### src/rtl/uart_tx_arbiter.sv
// Round-robin arbiter that feeds bytes from four requesters into a single UART Tx core,
// with per-grant burst limiting and a Tx handshake timeout.
module uart_tx_arbiter #(
  parameter int MAX_BURST = 4,
  parameter int TIMEOUT   = 15
) (
  input  logic        clk,
  input  logic        rst,
  input  logic [3:0]  req_i,
  input  logic [31:0] data_i,
  input  logic [3:0]  last_i,
  output logic [3:0]  ack_o,
  output logic [3:0]  grant_o,
  output logic [7:0]  tx_data_o,
  output logic        tx_start_o,
  input  logic        tx_busy_i,
  output logic        err_o,
  output logic [5:0]  state_o
);

  typedef enum logic [5:0] {
    IDLE      = 6'b000001,
    ARB       = 6'b000010,
    LOAD      = 6'b000100,
    WAIT_BUSY = 6'b001000,
    WAIT_DONE = 6'b010000,
    RELEASE   = 6'b100000
  } state_t;

  localparam logic [3:0] MAX_BURST_C = 4'(MAX_BURST);
  localparam logic [3:0] TIMEOUT_C   = 4'(TIMEOUT);

  state_t      state_q, state_d;
  logic [3:0]  grant_q, grant_d;
  logic [1:0]  gidx_q, gidx_d;
  logic [1:0]  last_winner_q, last_winner_d;
  logic [3:0]  burst_cnt_q, burst_cnt_d;
  logic [3:0]  to_cnt_q, to_cnt_d;
  logic        last_r_q, last_r_d;
  logic [7:0]  tx_data_q, tx_data_d;
  logic        tx_start_q, tx_start_d;
  logic [3:0]  ack_q, ack_d;
  logic        err_q, err_d;

  logic [1:0]  win_idx;
  logic        win_found;
  logic [1:0]  cand;
  logic [7:0]  cur_byte;

  // Search starts just after the previous winner, so the previous winner is tried last.
  always_comb begin
    win_idx   = last_winner_q;
    win_found = 1'b0;
    cand      = last_winner_q;
    for (int i = 1; i <= 4; i++) begin
      cand = last_winner_q + 2'(i);
      if (!win_found && req_i[cand]) begin
        win_found = 1'b1;
        win_idx   = cand;
      end
    end
  end

  assign cur_byte = data_i[{gidx_q, 3'b000} +: 8];

  always_comb begin
    state_d       = state_q;
    grant_d       = grant_q;
    gidx_d        = gidx_q;
    last_winner_d = last_winner_q;
    burst_cnt_d   = burst_cnt_q;
    to_cnt_d      = to_cnt_q;
    last_r_d      = last_r_q;
    tx_data_d     = tx_data_q;
    tx_start_d    = 1'b0;
    ack_d         = 4'b0000;
    err_d         = 1'b0;

    case (state_q)
      IDLE: begin
        if (|req_i) state_d = ARB;
      end
      ARB: begin
        if (win_found) begin
          grant_d     = 4'b0001 << win_idx;
          gidx_d      = win_idx;
          burst_cnt_d = 4'd0;
          state_d     = LOAD;
        end else begin
          grant_d = 4'b0000;
          state_d = IDLE;
        end
      end
      LOAD: begin
        if (req_i[gidx_q]) begin
          tx_data_d  = cur_byte;
          last_r_d   = last_i[gidx_q];
          if (burst_cnt_q < MAX_BURST_C) burst_cnt_d = burst_cnt_q + 4'd1;
          tx_start_d = 1'b1;
          ack_d      = grant_q;
          to_cnt_d   = 4'd0;
          state_d    = WAIT_BUSY;
        end else begin
          state_d = RELEASE;
        end
      end
      WAIT_BUSY: begin
        if (tx_busy_i) begin
          state_d = WAIT_DONE;
        end else begin
          if (to_cnt_q < TIMEOUT_C) to_cnt_d = to_cnt_q + 4'd1;
          if (to_cnt_d == TIMEOUT_C) begin
            err_d   = 1'b1;
            state_d = RELEASE;
          end
        end
      end
      WAIT_DONE: begin
        if (!tx_busy_i) begin
          if (last_r_q || (burst_cnt_q == MAX_BURST_C) || !req_i[gidx_q])
            state_d = RELEASE;
          else
            state_d = LOAD;
        end
      end
      RELEASE: begin
        last_winner_d = gidx_q;
        grant_d       = 4'b0000;
        state_d       = (|req_i) ? ARB : IDLE;
      end
      default: begin
        grant_d = 4'b0000;
        state_d = IDLE;
      end
    endcase
  end

  always_ff @(posedge clk or negedge rst) begin
    if (!rst) begin
      state_q       <= IDLE;
      grant_q       <= 4'b0000;
      gidx_q        <= 2'd0;
      last_winner_q <= 2'd3;
      burst_cnt_q   <= 4'd0;
      to_cnt_q      <= 4'd0;
      last_r_q      <= 1'b0;
      tx_data_q     <= 8'h00;
      tx_start_q    <= 1'b0;
      ack_q         <= 4'b0000;
      err_q         <= 1'b0;
    end else begin
      state_q       <= state_d;
      grant_q       <= grant_d;
      gidx_q        <= gidx_d;
      last_winner_q <= last_winner_d;
      burst_cnt_q   <= burst_cnt_d;
      to_cnt_q      <= to_cnt_d;
      last_r_q      <= last_r_d;
      tx_data_q     <= tx_data_d;
      tx_start_q    <= tx_start_d;
      ack_q         <= ack_d;
      err_q         <= err_d;
    end
  end

  assign ack_o      = ack_q;
  assign grant_o    = grant_q;
  assign tx_data_o  = tx_data_q;
  assign tx_start_o = tx_start_q;
  assign err_o      = err_q;
  assign state_o    = state_q;

endmodule

### config.mk
export PLATFORM = sky130hd
export DESIGN_NAME = uart_tx_arbiter
export DESIGN_NICKNAME = d
export VERILOG_FILES = /design/src/rtl/uart_tx_arbiter.sv
export SDC_FILE = /design/constraint.sdc
export NUM_CORES = 1
export LEC_CHECK = 0
export CORE_AREA = 2 2 71 67
export CTS_CLUSTER_SIZE = 30
export DETAILED_ROUTE_END_ITERATION = 7
export DIE_AREA = 0 0 73 69
export PLACE_DENSITY = 0.94
export SYNTH_ARGS = -nofsm -noshare
export SYNTH_HDL_FRONTEND = slang
export SYNTH_SLANG_ARGS = --single-unit
### constraint.sdc
create_clock -name clk -period 4.2 [get_ports clk]
set_clock_uncertainty 0.05 [all_clocks]
set_input_delay 0.42 -clock clk [delete_from_list [all_inputs] [get_ports clk]]
set_output_delay 0.42 -clock clk [all_outputs]
set_load 0.02 [all_outputs]
==> impl_metrics.yaml <==
run_status:
  outcome: "finished, final reports clean"
drt:
  avgViaCountPerCell: 5.82
  top_layer: "met4"
  remaining_drc_errors: 0
  wl_met3_um: 344
  drt-pass1-iter-count: 4
  drtAntennaViolNets: 0
  num_vias: 1782
  routed_wl_um: 4730
  drt-initial-drc-count: 214
  dr_wl_met2_um: 2460
  m1WireLength_um: 1830
  wl_per_cell_um: 15.5
global_routing:
  grt_max_degree: 38
  grt_pass1_wl_um: 8290
  grt_pass1_vias: 1813
  grt_usage_pct: 21.2
  antenna_found_initial: 0
  grt-ovfl-total: 0
critical_path:
  ff2ff_path_depth: 6
  crit_fanout: 19
  end_kind: "register"
  start_kind: "register"
  reg2reg_from: "gidx_q[0]"
  path_class: "reg -> reg"
  cp.arrival_ns: 2.73
  reg2reg_slack_ns: 1.64
  critPathLaunch: "gidx_q[0]"
  required_ns: 4.37
  r2r-end: "to_cnt_q[1]"
  crit_end: "to_cnt_q[1]"
placed_design:
  place_hpwl_um: 3610
  dpl_cell_area_mm2: 0.00275
  place_inst: 299
  io_buffers: 66
  gp_congestion: 0.865
cells_and_area:
  fin_area_mm2: 0.00286
  final_common_cell: "clkdlybuf4s50_1"
  final_cell_mix: "clkdlybuf4s50_1 (65), nand2_1 (39), dfrtp_1 (34)"
  final_cells: 306
  nets: 302
  drive_gt1_share_pct: 13.3
  syn2layout_area_growth_pct: 37.7
  antenna_cells: 0
floorplan:
  die_w_um: 73
  core_area_mm2: 0.00429
  std_cell_rows: 23
  die-height_um: 69
  start_util_pct: 48.4
  dieArea_mm2: 0.00504
  ios: 67
logic_synthesis:
  synth-simple-area-share_pct: 20.4
  postSynthCellCount: 192
  synth_top_area_cell: "dfrtp_1"
  synth_nets: 238
  postSynth.asyncResetShare_pct: 100
  ys_ff_latch: 37
  avgSynthCellArea_um2: 10.8
  synth_warnings: 0
  synth.distinct_cells: 51
  synth-compound-area-share_pct: 13.3
  syn_area_mm2: 0.00207
  synth_area_leaders: "dfrtp_1 (41%), mux4_2 (11%), nand2_1 (7.1%), dfstp_2 (3.8%), mux2i_1 (2.4%)"
  yosys-mux-area-fraction_pct: 13.8
  synth_top_family_by_area: "simple AND/OR/NAND/NOR gates"
  ys_seq_area_share_pct: 44.8
  synth_edf_count: 0
  synth_fa_ha_area_share_pct: 2.35
  synthFlopType: "dfrtp_1"
  synth_top_cell_area_share_pct: 41.0
  yosys.area_share.xor_xnor_pct: 0.844
power_and_ir_drop:
  powerDensity_mw_per_mm2: 534
  worst_ir_drop_vdd_v: 0.000272
  leakage_nw: 1.20
clock_network:
  ctsHoldBuffers: 0
  clk_path_buf_depth: 2
  cts_tree: "done"
  post-cts-setup-buffer-count: 0
  htreeDepth: 2
  clock_sinks: 37
  clk_pin_slew_worst_paths_ns: 0.08
  cts_resized: 0
  cts-root-buf: "clkbuf_8"
  clk_latency_ns: 0.30
  cts_buffers: 5
timing:
  hold_viol: 0
  period_share_pct: 60.8
  finalSetupViolations: 0
  timing.final.crit_period_ns: 2.56
  fmax_mhz: 391
  max_slew_margin_pct: 47.5
  final_max_slew_viol_count: 0
  fin_tns_setup_ns: 0
  tightest_slew_ns: 0.788
  rsz0062_at_grt: "false"
hold_path:
  hold_path_class: "in -> async"
run:
  maxCapViolations: 0
## cell families (layout without fill, tap and decap cells)
group	Yosys count	in the layout
AO/OA/AOI/OAI	34	34
adder cells (fa/ha/maj)	4	4
XOR/XNOR	2	2
AND/OR/NAND/NOR	77	77
multiplexers	16	16
buffers and inverters	22	86
flip-flops	37	37
## per-layer routing
metal  vias to the layer above  track usage, %
met4                         0            9.26
met5                         -               0
li1                        829               -
met2                        87            36.1
met1                       853            25.0
met3                        13            4.82
## report_power, final
part	total, mW	switching (mW)	internal [mW]
Sequential	0.584	0.130	0.454
Clock	0.299	0.126	0.172
Combinational	0.643	0.297	0.346
## stage by stage
stage	worst slack, ns	power, mW	utilization [%]	hold slack [ns]
2_1_floorplan	2.20	0.996	-	0.0744
3_3_place_gp	1.60	1.21	64.2	0.408
3_5_place_dp	1.51	1.23	64.2	0.418
4_1_cts	1.59	1.54	66.6	0.187
5_1_grt	1.43	1.62	66.6	0.218
6_report	1.64	1.53	66.6	0.139
## sequential cells by signal (all words and copies together) (netlist names)
signal,cells
tx_start_o,1
state_o,6
last_r_q,1
burst_cnt_q,4
last_winner_q,2
tx_data_o,8
ack_o,4
grant_o,4
err_o,1
gidx_q,2
to_cnt_q,4
## worst min path at each step
stage	start	endpoint	slack (ns)	cells after the start
after global routing	rst	err_o	0.22	1
after global placement	tx_data_o[5]	tx_data_o[5]	0.41	2
after floorplan	rst	ack_o[0]	0.07	0
after detailed placement	last_r_q	last_r_q	0.42	2
final	rst	err_o	0.14	1
after CTS	rst	err_o	0.19	1
## cells in the mapped netlist, drive strengths merged (2+ instances only)
master,instances
a21o,2
a21oi,5
a22o,3
a31o,2
a31oi,2
and2,5
buf,4
clkbuf,6
dfrtp,34
dfstp,3
ha,3
inv,12
mux2i,5
mux4,10
nand2,39
nand3,4
nand3b,6
nand4,2
nor2,4
nor3,3
nor4,4
o211ai,2
o21a,2
o21ai,4
o2bb2ai,2
o32a,2
o32ai,2
## critical path, cell delays in order (launching register included)
cell	delay [ns]
dfrtp_1	0.75
mux4_2	0.64
nand3_1	0.11
buf_4	0.21
inv_2	0.17
o221ai_1	0.33
mux2i_1	0.22
## final cells by class
cell class                 count  area [um^2]
multi-input combinational    133         1050
sequential                    37          930
tap                           50         62.6
timing repair buffer          67          663
clock inverter                 2         35.0
clock buffer                   5         68.8
inverter                      12         45.0
fill                         306         1430
Note: power is estimated with default switching activity, not from simulation.
